$ cat src/rtl/issue_scoreboard_pkg.sv
// Shared instruction types for the issue stage: raw instruction layout, opcode map,
// execution-unit and register-class enums, and the decoded usage record.
package issue_scoreboard_pkg;

  typedef struct packed {
    logic [6:0] funct7;
    logic [4:0] rs2;
    logic [4:0] rs1;
    logic [2:0] funct3;
    logic [4:0] rd;
    logic [6:0] opcode;
  } instruction_t;

  typedef enum logic [1:0] {
    UNIT_ALU    = 2'd0,
    UNIT_MULDIV = 2'd1,
    UNIT_FPU    = 2'd2,
    UNIT_LSU    = 2'd3
  } exec_unit_e;

  typedef enum logic [1:0] {
    CLS_NONE = 2'd0,
    CLS_INT  = 2'd1,
    CLS_FP   = 2'd2
  } reg_class_e;

  typedef struct packed {
    reg_class_e rs1_cls;
    reg_class_e rs2_cls;
    reg_class_e rs3_cls;
    reg_class_e rd_cls;
    exec_unit_e unit;
    logic       serialise;
    logic       illegal;
  } iw_usage_s;

  localparam logic [6:0] OP_LUI    = 7'b0110111;
  localparam logic [6:0] OP_AUIPC  = 7'b0010111;
  localparam logic [6:0] OP_JAL    = 7'b1101111;
  localparam logic [6:0] OP_JALR   = 7'b1100111;
  localparam logic [6:0] OP_BRANCH = 7'b1100011;
  localparam logic [6:0] OP_LOAD   = 7'b0000011;
  localparam logic [6:0] OP_STORE  = 7'b0100011;
  localparam logic [6:0] OP_ALU_I  = 7'b0010011;
  localparam logic [6:0] OP_REG    = 7'b0110011;
  localparam logic [6:0] OP_FLOAD  = 7'b0000111;
  localparam logic [6:0] OP_FSTORE = 7'b0100111;
  localparam logic [6:0] OP_FMADD  = 7'b1000011;
  localparam logic [6:0] OP_FMSUB  = 7'b1000111;
  localparam logic [6:0] OP_FNMSUB = 7'b1001011;
  localparam logic [6:0] OP_FNMADD = 7'b1001111;
  localparam logic [6:0] OP_F_OPS  = 7'b1010011;
  localparam logic [6:0] OP_FENCE  = 7'b0001111;
  localparam logic [6:0] OP_ECSR   = 7'b1110011;

  localparam logic [6:0] F7_MULDIV  = 7'b0000001;
  localparam logic [6:0] F7_FCVTW   = 7'b1100000;
  localparam logic [6:0] F7_FMV_CLS = 7'b1110000;
  localparam logic [6:0] F7_FCMP    = 7'b1010000;
  localparam logic [6:0] F7_FCVTS   = 7'b1101000;
  localparam logic [6:0] F7_FMVWX   = 7'b1111000;
  localparam logic [6:0] F7_FSQRT   = 7'b0101100;

  // Integer x0 is hard-wired zero, so it can never be the subject of a hazard.
  function automatic logic reg_busy(reg_class_e cls, logic [4:0] idx,
                                    logic [31:0] int_pend, logic [31:0] fp_pend);
    logic busy;
    busy = 1'b0;
    case (cls)
      CLS_INT: busy = (idx != 5'd0) && int_pend[idx];
      CLS_FP:  busy = fp_pend[idx];
      default: busy = 1'b0;
    endcase
    return busy;
  endfunction

endpackage

$ cat src/rtl/issue_decoder.sv
// Combinational decode of one instruction word into its register usage,
// target execution unit and serialisation/illegal flags.
module issue_decoder
  import issue_scoreboard_pkg::*;
(
  input  instruction_t iw,
  output iw_usage_s    usage
);

  logic unused_fields;
  assign unused_fields = ^{iw.rd, iw.rs1, iw.rs2, iw.funct3};

  always_comb begin
    usage           = '0;
    usage.rs1_cls   = CLS_NONE;
    usage.rs2_cls   = CLS_NONE;
    usage.rs3_cls   = CLS_NONE;
    usage.rd_cls    = CLS_NONE;
    usage.unit      = UNIT_ALU;
    usage.serialise = 1'b0;
    usage.illegal   = 1'b0;
    case (iw.opcode)
      OP_LUI, OP_AUIPC, OP_JAL: usage.rd_cls = CLS_INT;
      OP_JALR, OP_ALU_I: begin
        usage.rs1_cls = CLS_INT;
        usage.rd_cls  = CLS_INT;
      end
      OP_LOAD: begin
        usage.rs1_cls = CLS_INT;
        usage.rd_cls  = CLS_INT;
        usage.unit    = UNIT_LSU;
      end
      OP_BRANCH: begin
        usage.rs1_cls = CLS_INT;
        usage.rs2_cls = CLS_INT;
      end
      OP_STORE: begin
        usage.rs1_cls = CLS_INT;
        usage.rs2_cls = CLS_INT;
        usage.unit    = UNIT_LSU;
      end
      OP_REG: begin
        usage.rs1_cls = CLS_INT;
        usage.rs2_cls = CLS_INT;
        usage.rd_cls  = CLS_INT;
        if (iw.funct7 == F7_MULDIV) usage.unit = UNIT_MULDIV;
      end
      OP_FLOAD: begin
        usage.rs1_cls = CLS_INT;
        usage.rd_cls  = CLS_FP;
        usage.unit    = UNIT_LSU;
      end
      OP_FSTORE: begin
        usage.rs1_cls = CLS_INT;
        usage.rs2_cls = CLS_FP;
        usage.unit    = UNIT_LSU;
      end
      OP_FMADD, OP_FMSUB, OP_FNMSUB, OP_FNMADD: begin
        usage.rs1_cls = CLS_FP;
        usage.rs2_cls = CLS_FP;
        usage.rs3_cls = CLS_FP;
        usage.rd_cls  = CLS_FP;
        usage.unit    = UNIT_FPU;
      end
      // F_OPS register classes depend on funct7: conversions and moves cross files.
      OP_F_OPS: begin
        usage.unit = UNIT_FPU;
        case (iw.funct7)
          F7_FCVTW, F7_FMV_CLS: begin
            usage.rs1_cls = CLS_FP;
            usage.rd_cls  = CLS_INT;
          end
          F7_FCMP: begin
            usage.rs1_cls = CLS_FP;
            usage.rs2_cls = CLS_FP;
            usage.rd_cls  = CLS_INT;
          end
          F7_FCVTS, F7_FMVWX: begin
            usage.rs1_cls = CLS_INT;
            usage.rd_cls  = CLS_FP;
          end
          F7_FSQRT: begin
            usage.rs1_cls = CLS_FP;
            usage.rd_cls  = CLS_FP;
          end
          default: begin
            usage.rs1_cls = CLS_FP;
            usage.rs2_cls = CLS_FP;
            usage.rd_cls  = CLS_FP;
          end
        endcase
      end
      OP_FENCE: usage.serialise = 1'b1;
      OP_ECSR: begin
        usage.rs1_cls   = CLS_INT;
        usage.rd_cls    = CLS_INT;
        usage.serialise = 1'b1;
      end
      default: usage.illegal = 1'b1;
    endcase
  end

endmodule

$ cat src/rtl/issue_scoreboard.sv
// Single-entry issue stage: holds one decoded instruction, blocks it on RAW/WAW
// hazards against the integer/FP pending scoreboards, and hands it to its unit.
module issue_scoreboard
  import issue_scoreboard_pkg::*;
#(
  parameter bit WB_BYPASS = 1'b1
) (
  input  logic         clk_i,
  input  logic         rst_i,
  input  logic         flush_i,
  input  instruction_t iw_i,
  input  logic         iw_valid_i,
  output logic         iw_ready_o,
  output logic         issue_valid_o,
  output exec_unit_e   issue_unit_o,
  output logic [31:0]  issue_iw_o,
  input  logic [3:0]   unit_ready_i,
  input  logic         int_wb_valid_i,
  input  logic [4:0]   int_wb_rd_i,
  input  logic         fp_wb_valid_i,
  input  logic [4:0]   fp_wb_rd_i,
  output logic         illegal_o
);

  typedef enum logic [1:0] {
    ST_EMPTY = 2'd0,
    ST_HELD  = 2'd1,
    ST_DRAIN = 2'd2
  } state_e;

  state_e       state_q, state_d;
  instruction_t held_iw_q;
  iw_usage_s    held_use_q;
  iw_usage_s    in_use;
  logic [31:0]  int_pend_q, fp_pend_q;
  logic [31:0]  int_clr, fp_clr, int_set, fp_set;
  logic [31:0]  int_chk, fp_chk;
  logic         illegal_q;
  logic         held, hazard, sb_idle, fire, accept, accept_legal;

  issue_decoder u_decoder (
    .iw    (iw_i),
    .usage (in_use)
  );

  assign int_clr = int_wb_valid_i ? (32'd1 << int_wb_rd_i) : 32'd0;
  assign fp_clr  = fp_wb_valid_i  ? (32'd1 << fp_wb_rd_i)  : 32'd0;

  // With bypass, a writeback landing this cycle already counts as not pending.
  assign int_chk = WB_BYPASS ? (int_pend_q & ~int_clr) : int_pend_q;
  assign fp_chk  = WB_BYPASS ? (fp_pend_q & ~fp_clr)   : fp_pend_q;

  assign hazard = reg_busy(held_use_q.rs1_cls, held_iw_q.rs1, int_chk, fp_chk)
                | reg_busy(held_use_q.rs2_cls, held_iw_q.rs2, int_chk, fp_chk)
                | reg_busy(held_use_q.rs3_cls, held_iw_q.funct7[6:2], int_chk, fp_chk)
                | reg_busy(held_use_q.rd_cls, held_iw_q.rd, int_chk, fp_chk);

  assign sb_idle       = (int_chk == 32'd0) && (fp_chk == 32'd0);
  assign held          = (state_q != ST_EMPTY);
  assign issue_valid_o = held && !hazard && (!held_use_q.serialise || sb_idle);
  assign issue_unit_o  = held_use_q.unit;
  assign issue_iw_o    = held_iw_q;
  assign fire          = issue_valid_o && unit_ready_i[held_use_q.unit];
  assign iw_ready_o    = !flush_i && (!held || fire);
  assign accept        = iw_valid_i && iw_ready_o;
  assign accept_legal  = accept && !in_use.illegal;
  assign illegal_o     = illegal_q;

  assign int_set = (fire && held_use_q.rd_cls == CLS_INT && held_iw_q.rd != 5'd0)
                 ? (32'd1 << held_iw_q.rd) : 32'd0;
  assign fp_set  = (fire && held_use_q.rd_cls == CLS_FP)
                 ? (32'd1 << held_iw_q.rd) : 32'd0;

  // DRAIN marks a serialising instruction still waiting for the scoreboards to empty.
  always_comb begin
    state_d = state_q;
    case (state_q)
      ST_EMPTY: if (accept_legal) state_d = ST_HELD;
      ST_HELD, ST_DRAIN: begin
        if (fire)
          state_d = accept_legal ? ST_HELD : ST_EMPTY;
        else if (held_use_q.serialise && !sb_idle)
          state_d = ST_DRAIN;
        else
          state_d = ST_HELD;
      end
      default: state_d = ST_EMPTY;
    endcase
    if (flush_i) state_d = ST_EMPTY;
  end

  always_ff @(posedge clk_i or posedge rst_i) begin
    if (rst_i) begin
      state_q    <= ST_EMPTY;
      held_iw_q  <= '0;
      held_use_q <= '0;
      int_pend_q <= '0;
      fp_pend_q  <= '0;
      illegal_q  <= 1'b0;
    end else begin
      state_q   <= state_d;
      illegal_q <= accept && in_use.illegal;
      if (accept_legal) begin
        held_iw_q  <= iw_i;
        held_use_q <= in_use;
      end
      // Set is applied after clear so an issue wins over a same-cycle writeback.
      if (flush_i) begin
        int_pend_q <= '0;
        fp_pend_q  <= '0;
      end else begin
        int_pend_q <= (int_pend_q & ~int_clr) | int_set;
        fp_pend_q  <= (fp_pend_q & ~fp_clr) | fp_set;
      end
    end
  end

endmodule
$ cat config.mk
export PLATFORM = sky130hd
export DESIGN_NAME = issue_scoreboard
export DESIGN_NICKNAME = d
export VERILOG_FILES = /design/src/rtl/issue_scoreboard_pkg.sv /design/src/rtl/issue_decoder.sv /design/src/rtl/issue_scoreboard.sv
export SDC_FILE = /design/constraint.sdc
export NUM_CORES = 1
export LEC_CHECK = 0
export CORE_MARGIN = 4
export CORE_UTILIZATION = 45
export DETAILED_ROUTE_END_ITERATION = 6
export MAX_ROUTING_LAYER = met4
export PLACE_DENSITY = 0.67
export REMOVE_ABC_BUFFERS = 1
export SETUP_SLACK_MARGIN = 0.15
export SKIP_LAST_GASP = 1
export SYNTH_ARGS = -nofsm -noshare
export SYNTH_HDL_FRONTEND = slang
export SYNTH_SLANG_ARGS = --single-unit
$ cat constraint.sdc
create_clock -name clk_i -period 5.7 [get_ports clk_i]
set_input_delay 0.57 -clock clk_i [delete_from_list [all_inputs] [get_ports clk_i]]
set_output_delay 0.57 -clock clk_i [all_outputs]
set_load 0.01 [all_outputs]
# Word level (Yosys, flattened, before mapping)
# Index checks and enable logic that the tools add are counted.
[word_totals]
wordCells = 159
input_bits = 52
ff_bits = 110
[op_classes]
n_eq_ne = 36
mux = 45
reduce_logical = 45
n_shift = 3
n_bitwise = 9
order_cmp = 5
[ops]
columns = ["operator", "count"]
rows = [
  ["32-bit 2-to-1 mux", 6],
  ["7-bit equality test (second input constant)", 14],
  ["1-bit by 5-bit << shifter with 32-bit output (first input constant)", 3],
  ["32-bit AND", 2],
  ["32-bit logical NOT", 2],
  ["32-bit NOT", 2],
  ["32-bit OR", 2],
  ["1-bit binary-select mux with 5-bit select", 8],
  ["7-bit by 6-bit equality test with 1-bit output (second input constant)", 5],
  ["5-bit by 6-bit less-than comparator with 1-bit output (second input constant)", 4],
  ["2-bit one-hot mux with 3 select lines", 4],
  ["5-bit nonzero test", 4],
  ["5-bit OR reduction", 4],
  ["18-bit OR reduction", 1],
  ["1-bit logical AND", 16],
  ["2-bit 2-to-1 mux", 8],
  ["7-bit by 5-bit equality test with 1-bit output (second input constant)", 2],
  ["1-bit 2-to-1 mux", 13],
  ["2-bit by 1-bit equality test with 1-bit output (second input constant)", 5],
  ["2-bit equality test (second input constant)", 5],
  ["9-bit OR reduction", 1],
  ["1-bit one-hot mux with 2 select lines", 4],
  ["4-bit OR reduction", 2],
  ["8-bit OR reduction", 1],
  ["15 further kinds", 25],
]

# Longest topological paths before layout
# Gate-level depths: netlist of run 1.
[depth]
depth_word = 23
depth_mapped = 14
ltp_nobuf = 10

# Cells and area by module
# A second synthesis of run 1 with hierarchy kept.
[hier_totals]
hier_cells = 969
hier_area_um2 = 8859.7
[modules_own_cells]
columns = ["mod", "cells_each", "instances", "seq_area_each_um2", "area_each_um2"]
rows = [
  ["issue_scoreboard", 906, 1, 2752.6, 8470.6],
  ["issue_decoder", 63, 1, 0.0, 389.1],
]

# Worst setup path after synthesis of run 1
# Ideal clock, no wire load.
[synth_timing]
kind = "input port to output port"
from = "in fp_wb_rd_i[2]"
to = "out iw_ready_o"
required_time_ns = 5.130
stages = 11
slack_ns = 1.466
n_path_buf = 2
t_arrival_ns = 3.664
path_cell_list = "or4b_1 clkbuf_2 o21ai_0 nand4_1 nor4_1 nand4_1 o31a_1 or4_4 or2_1 clkbuf_1 a21oi_1"
[synth_between]
elab_chain_cells = 16
word_cells_on_any_way = 28
cone_classes = "1 x shift; 13 x mux; 5 x bitwise; 9 x reduce/logical"
[synth_rtl]
columns = ["item", "line_no", "rtl"]
rows = [
  ["start: declaration", "issue_scoreboard.sv:21", "input logic [4:0] fp_wb_rd_i,"],
  ["1-bit by 5-bit << shifter with 32-bit output (*)", "issue_scoreboard.sv:47", "assign fp_clr = fp_wb_valid_i ? (32'd1 << fp_wb_rd_i) : 32'd0;"],
  ["32-bit 2-to-1 mux (*)", "issue_scoreboard.sv:47", ""],
  ["32-bit NOT (*)", "issue_scoreboard.sv:51", "assign fp_chk = WB_BYPASS ? (fp_pend_q & ~fp_clr) : fp_pend_q;"],
  ["32-bit AND (*)", "issue_scoreboard.sv:51", ""],
  ["1-bit binary-select mux with 5-bit select", "issue_scoreboard_pkg.sv:71", "CLS_FP: busy = fp_pend[idx];"],
  ["1-bit 2-to-1 mux (implied by the code)", "issue_scoreboard_pkg.sv:71", ""],
  ["1-bit one-hot mux with 2 select lines", "issue_scoreboard_pkg.sv:69", "case (cls)"],
  ["1-bit OR", "issue_scoreboard.sv:54", "| reg_busy(held_use_q.rs2_cls, held_iw_q.rs2, int_chk, fp_chk)"],
  ["1-bit OR", "issue_scoreboard.sv:55", "| reg_busy(held_use_q.rs3_cls, held_iw_q.funct7[6:2], int_chk, fp_chk)"],
  ["1-bit OR", "issue_scoreboard.sv:56", "| reg_busy(held_use_q.rd_cls, held_iw_q.rd, int_chk, fp_chk);"],
  ["1-bit logical NOT", "issue_scoreboard.sv:60", "assign issue_valid_o = held && !hazard && (!held_use_q.serialise || sb_idle);"],
  ["1-bit logical AND", "issue_scoreboard.sv:60", ""],
  ["1-bit logical AND (*)", "issue_scoreboard.sv:60", ""],
  ["1-bit logical AND (*)", "issue_scoreboard.sv:63", "assign fire = issue_valid_o && unit_ready_i[held_use_q.unit];"],
  ["1-bit logical OR (*)", "issue_scoreboard.sv:64", "assign iw_ready_o = !flush_i && (!held || fire);"],
  ["1-bit logical AND (*)", "issue_scoreboard.sv:64", ""],
  ["end: declaration", "issue_scoreboard.sv:13", "output logic iw_ready_o,"],
]
# Every way passes the cells marked *; elsewhere a longest branch is shown, timed or not. The select of a mux whose other input is x is not followed.

# Worst setup path after layout of run 1
# Ends and elaborated chain as after synthesis.

==> flow_metrics.py, run 1 <==
metrics = {
    "route": {
        "wl_per_cell_um": 27.4,
        "drc_errors": 0,
        "first_pass_iters": 7,
        "antenna_left": 0,
        "route.met3.wl_um": 4170,
        "wl_met1_um": 13100,
        "routed_via_density": 7.29,
        "drt_wl_total_um": 33600,
        "vias": 8949,
        "drt_iter0_drc": 1307,
        "wl_met2_um": 14400,
        "top_layer": "met4",
    },
    "power": {
        "p_per_area_nw_per_um2": 276,
        "ir_drop_uv": 200,
        "total_power_w": 0.00275,
        "static-leakage-power_nw": 3.78,
    },
    "floorplan": {
        "die_area_sq_um": 21000,
        "coreArea_sq_um": 18200,
        "start_util_pct": 46.3,
        "ios": 89,
        "die_x_um": 145,
        "rows": 49,
        "die_h_um": 145,
    },
    "logic_synthesis": {
        "ys_ff_latch": 109,
        "synth_ff_type": "dfrtp_1",
        "synth_top_area_cell": "dfrtp_1",
        "syn_area_sq_um": 8430,
        "synth_cells": 923,
        "seq_area_frac_synth_pct": 32.3,
        "yosys-top-cells-count": "109 x dfrtp_1, 68 x o21ai_0, 63 x o32ai_1",
        "netlist.area_leader.share_pct": 32.3,
        "syn_area_per_cell_sq_um": 9.14,
        "synth-edff-count": 0,
        "async_flop_share_pct": 100,
        "synth_most_common_cell": "dfrtp_1",
        "synthTopCellsByArea": "dfrtp_1 32%, mux2_2 7.6%, o32ai_1 6.5%",
        "ys_warn_count": 0,
        "synth.distinct_cells": 82,
    },
    "timing": {
        "hold_viol_final": 0,
        "drv_slew": 0,
        "fin_tns_setup_ns": 0,
        "finalCritPeriodShare_pct": 95.0,
        "setup_viol": 0,
        "tightestPinTransition_ns": 0.982,
        "slew-limit-headroom_pct": 34.5,
        "rsz0062_at_grt": "false",
        "fmax_mhz": 185,
        "clock_skew_ns": 0.0133,
        "final.setup.worst_slack_ns": 0.282,
        "layout_min_cycle_time_ns": 5.42,
    },
    "worst_setup_path": {
        "crit_fanout": 11,
        "critical_path_class": "in2out",
        "critPathLaunchType": "input pin",
        "worstSetupEndpointType": "output pin",
        "cp_data_arrival_time_ns": 4.85,
        "crit_required_ns": 5.13,
    },
    "place": {
        "place_congestion": 1.03,
        "pre_cts_ws_ns": 0.385,
        "dp_hpwl_um": 23700,
        "port_buffers": 88,
    },
    "clocking": {
        "clk_path_buf_depth": 2,
        "tritoncts": "built",
        "cts.sinks": 109,
        "clk_pin_slew_ns": 0.08,
        "cts_buffers": 9,
        "post_cts_buffers": 0,
        "htreeDepth": 3,
        "clockRootBuffer": "clkbuf_16",
        "clock_latency_ns": 0.36,
        "post_cts_resize_count": 0,
        "ctsHoldBuffers": 0,
    },
    "global_routing": {
        "track_usage_pct": 32.8,
        "grt-ovfl-total": 0,
        "grt_pass1_wl_um": 50800,
        "antenna_found_initial": 0,
        "grt_max_degree": 66,
        "grt_pass1_vias": 8502,
    },
    "flow_run": {
        "maxCapViolations": 0,
    },
    "final_layout": {
        "n_antenna_cell": 0,
        "n_fill_cell": 1636,
        "nNetsFinal": 1053,
        "syn_to_final_growth_pct": 18.0,
        "drive_gt1_share_pct": 15.6,
    },
    "run_status": {
        "status": "complete, no violations",
    },
    "worst_hold_path": {
        "holdCritPathClass": "reg2reg",
    },
}
-- stage by stage --
stage | hold WS, ns | cell area [sq um] | cells | util (%)
global route | 0.478 | 9950 | 1227 | 54.6
global placement | 0.452 | 9650 | 1211 | 53.0
detailed placement | 0.453 | 9650 | 1211 | 53.0
floorplan | 0.481 | 8070 | 842 | -
CTS | 0.474 | 9950 | 1227 | 54.6
finish | 0.474 | 9950 | 1227 | 54.6
-- report_power, final --
| part | total [W] | switching, W | internal, W |
|---|---|---|---|
| Clock | 0.000663 | 0.000339 | 0.000323 |
| Sequential | 0.00105 | 0.000217 | 0.000837 |
| Combinational | 0.00103 | 0.000600 | 0.000432 |
| Total | 0.00275 | 0.00116 | 0.00159 |
-- registers in the layout, summed over array words and instances, names as in the netlist --
register and flops:
fp_pend_q 32, held_use_q 8, illegal_o 1, int_pend_q 32, issue_iw_o 32, issue_unit_o 2
state_q 2
-- cells by family (layout without fill, tap and decap cells) --
| kind of cell | after synthesis | after routing | synth area share, % |
|---|---|---|---|
| AOI/OAI and AO/OA | 296 | 296 | 26.0 |
| and+or+nand+nor | 271 | 271 | 17.5 |
| muxes | 113 | 113 | 15.9 |
| buffers and inverters | 113 | 188 | 5.74 |
| DFF | 109 | 109 | 32.3 |
| xor gates and xnor gates | 13 | 13 | 1.35 |
| adders and majority gates | 8 | 8 | 1.19 |
-- critical path, stage by stage --
cell	delay [ns]
clkdlybuf4s50_1	0.56
or4b_1	0.72
o21ai_0	0.34
nand4_1	0.22
nor4_1	0.35
nand4_1	0.13
o31a_1	0.33
or4_4	0.56
or2_2	0.33
a21oi_1	0.15
clkdlybuf4s50_1	0.58
-- routing by layer --
metal  track usage, %  up-vias
met5                -        -
met4             17.0        0
met3             7.99      168
met2             47.0      713
met1             43.1     4286
li1                 -     3782
-- placed cells by master, fill, tap and decap left out, types with 15 or more instances in the layout --
master / netlist / layout
a21oi_1: 18 / 18
buf_4: 2 / 51
clkdlybuf4s50_1: 0 / 87
dfrtp_1: 109 / 109
inv_1: 32 / 31
mux2_2: 57 / 57
mux2i_1: 45 / 45
nand2_1: 51 / 51
nand3_1: 26 / 26
nand4_1: 15 / 15
nor2_1: 61 / 61
nor2b_1: 17 / 17
nor3_1: 23 / 23
o21ai_0: 68 / 68
o32ai_1: 63 / 63
-- path summary, 6_finish.rpt --
path                                    start             to  slack (ns)  cells after the start
worst max-delay path            fp_wb_rd_i[2]     iw_ready_o        0.28                     11
min in group asynchronous               rst_i  issue_iw_o[1]        0.69                      2
worst min-delay path            issue_iw_o[0]  issue_iw_o[0]        0.47                      1
worst min register to register  issue_iw_o[0]  issue_iw_o[0]        0.47                      1
max in group asynchronous               rst_i   fp_pend_q[7]        3.85                      3
worst max register to register  issue_iw_o[7]  fp_pend_q[29]        1.29                     10
-- layout make-up --
class | count | area, sq um | area share, %
clock buffers | 10 | 239 | 2.40
repair buffers | 140 | 1280 | 12.9
clock inverters | 6 | 60.1 | 0.604
well taps | 229 | 287 | 2.88
multi-input cells | 701 | 5230 | 52.6
flip-flops and latches | 109 | 2730 | 27.4
inverters | 32 | 123 | 1.23
Power figures use the tool's default switching activity.
==> inputs of run 2 (changes only) <==
- PLACE_DENSITY: 0.67 -> 0.66
- SYNTH_HIERARCHICAL: default -> 1
- clock period: 5.7 -> 6.2 ns (I/O delays scaled with it)
==> run 2 against run 1 <==
  * Count of clock-buffer cells in the layout down 1
  * First-iteration DRC count up 27%
  * Setup slack better by 0.43 ns
  * Register-to-register slack better by 0.57 ns
  * Clock power down 5.0%
  * Largest power group is now combinational logic
==> flow_metrics.py, run 2 <==
metrics = {
    "run_status": {
        "status": "complete, no violations",
    },
    "floorplan": {
        "die_area_sq_um": 22000,
        "coreArea_sq_um": 19400,
        "rows": 51,
        "ios": 89,
        "die_h_um": 148,
        "start_util_pct": 45.7,
        "die_x_um": 148,
    },
    "global_routing": {
        "grt_pass1_wl_um": 57600,
        "grt-ovfl-total": 0,
        "antenna_found_initial": 2,
        "track_usage_pct": 35.5,
        "grt_pass1_vias": 9044,
        "grt_max_degree": 60,
    },
    "final_layout": {
        "nNetsFinal": 1083,
        "drive_gt1_share_pct": 11.3,
        "syn_to_final_growth_pct": 15.9,
        "multi_input_area_sq_um": 5570,
        "finalNonFillerCells": 1292,
        "n_fill_cell": 1868,
        "final_util_pct": 52.9,
        "final_common_cell": "dfrtp_1",
        "seqCellArea_sq_um": 2750,
        "layout_common_cells": "109 x dfrtp_1, 87 x clkdlybuf4s50_1, 61 x o21ai_0, 59 x nor2_1, 57 x o32ai_1",
    },
    "route": {
        "routed_via_density": 7.38,
        "vias": 9536,
        "antenna_left": 0,
        "drt_wl_total_um": 38700,
        "first_pass_iters": 6,
        "wl_per_cell_um": 29.9,
        "drt_iter0_drc": 1657,
        "drc_errors": 0,
    },
    "clocking": {
        "post_cts_buffers": 0,
        "clockRootBuffer": "clkbuf_16",
        "clk_pin_slew_ns": 0.07,
        "cts.sinks": 110,
        "clk_path_buf_depth": 2,
        "tritoncts": "built",
        "post_cts_resize_count": 0,
        "htreeDepth": 3,
        "ctsHoldBuffers": 0,
        "cts_buffers": 9,
        "clock_latency_ns": 0.38,
    },
    "worst_setup_path": {
        "crit_fanout": 10,
        "critPathLaunchType": "input pin",
        "critical_path_class": "in2out",
        "crit_required_ns": 5.58,
        "crit_end": "iw_ready_o",
        "critPathLaunch": "int_wb_rd_i[4]",
        "r2r_start": "issue_iw_o[28]",
        "reg2reg_depth": 12,
        "reg2reg_to": "issue_iw_o[28]",
        "cp_data_arrival_time_ns": 4.87,
        "rrSetupSlack_ns": 1.86,
        "worstSetupEndpointType": "output pin",
    },
    "logic_synthesis": {
        "synth_cells": 969,
        "synthTopCellsByArea": "dfrtp_1 31%, o32ai_1 5.6%, mux2i_1 5.3%",
        "synth_top_area_cell": "dfrtp_1",
        "netlist.area_leader.share_pct": 31.1,
        "ys_ff_latch": 110,
        "yosys-top-cells-count": "110 x dfrtp_1, 61 x o21ai_0, 59 x nor2_1",
        "async_flop_share_pct": 100,
        "seq_area_frac_synth_pct": 31.1,
        "syn_area_per_cell_sq_um": 9.14,
        "ys_warn_count": 6,
        "synth_most_common_cell": "dfrtp_1",
        "syn_area_sq_um": 8860,
        "synth-edff-count": 0,
        "synth_ff_type": "dfrtp_1",
        "synth.distinct_cells": 84,
    },
    "timing": {
        "hold_slack_ns": 0.493,
        "layout_min_cycle_time_ns": 5.49,
        "clock_skew_ns": 0.0209,
        "finalCritPeriodShare_pct": 88.5,
        "slew-limit-headroom_pct": 28.4,
        "fmax_mhz": 182,
        "setup_viol": 0,
        "rsz0062_at_grt": "false",
        "drv_slew": 0,
        "fin_tns_setup_ns": 0,
        "hold_viol_final": 0,
        "tightestPinTransition_ns": 1.07,
    },
    "worst_hold_path": {
        "holdCritPathClass": "reg2reg",
    },
    "place": {
        "dp.cells": 1275,
        "dp_hpwl_um": 27600,
        "place_congestion": 1.06,
        "port_buffers": 88,
    },
    "power": {
        "ir_drop_uv": 174,
        "total_power_w": 0.00259,
        "static-leakage-power_nw": 3.81,
        "p_per_area_nw_per_um2": 252,
    },
    "flow_run": {
        "maxCapViolations": 0,
    },
}
## run 2: cell type report
cell class | instances | share of cell area [%]
diodes | 2 | 0.0488
clock buffers | 9 | 2.19
clock inverters | 6 | 0.792
inverters | 31 | 1.16
multi-input cells | 740 | 54.2
flip-flops and latches | 110 | 26.8
well taps | 265 | 3.23
repair buffers | 129 | 11.5
## run 2: worst min path at each step
stage                               from        endpoint  slack, ns  cells past startpoint
after CTS                  issue_iw_o[0]   issue_iw_o[0]       0.50                      1
after global placement    issue_iw_o[14]  issue_iw_o[14]       0.47                      1
after global routing      issue_iw_o[13]  issue_iw_o[13]       0.52                      1
final                      issue_iw_o[0]   issue_iw_o[0]       0.49                      1
after detailed placement  issue_iw_o[12]  issue_iw_o[12]       0.48                      1
after floorplan            held_use_q[1]   held_use_q[1]       0.46                      1
## run 2: where the power goes
part / total, W / switching [W] / internal (W) / leakage (nW)
registers: 0.000946 / 0.000173 / 0.000774 / 1.48
logic: 0.00101 / 0.000628 / 0.000383 / 2.19
clock network: 0.000630 / 0.000310 / 0.000320 / 0.149
## run 2: metrics by stage
stage	area, sq um	worst slack (ns)
after detailed placement	9950	0.860
after global routing	10300	0.554
after floorplan	8430	1.12
after global placement	9950	0.754
final	10300	0.710
after CTS	10300	0.847
## run 2: metal layers
| metal | vias up | part of all wire (%) | track usage [%] |
|---|---|---|---|
| li1 | 3952 | - | - |
| met1 | 4607 | 39 | 47.3 |
| met2 | 801 | 43 | 50.9 |
| met3 | 176 | 13 | 9.29 |
| met4 | 0 | 5.6 | 15.9 |
| met5 | - | 0 | - |
## run 2: kinds of logic after synthesis
logic type,count (synthesis),synth area share [%]
AND/OR/NAND/NOR,270,17.1
AO/OA/AOI/OAI,322,26.3
adder cells (fa/ha/maj),10,1.41
buffers and inverters,119,6.17
multiplexers,123,16.5
flip-flops,110,31.1
XOR/XNOR,14,1.38
other,1,0.0423
## run 2: worst max-delay path, cell delays in order
cell	delay, ns
clkdlybuf4s50_1	0.65
nand4b_1	0.38
buf_4	0.29
o21ai_0	0.53
nand4_1	0.24
nor4_1	0.30
buf_4	0.15
nand4_1	0.09
o21ai_1	0.37
and4bb_2	0.42
nand3_2	0.11
a21oi_1	0.16
clkdlybuf4s50_1	0.56
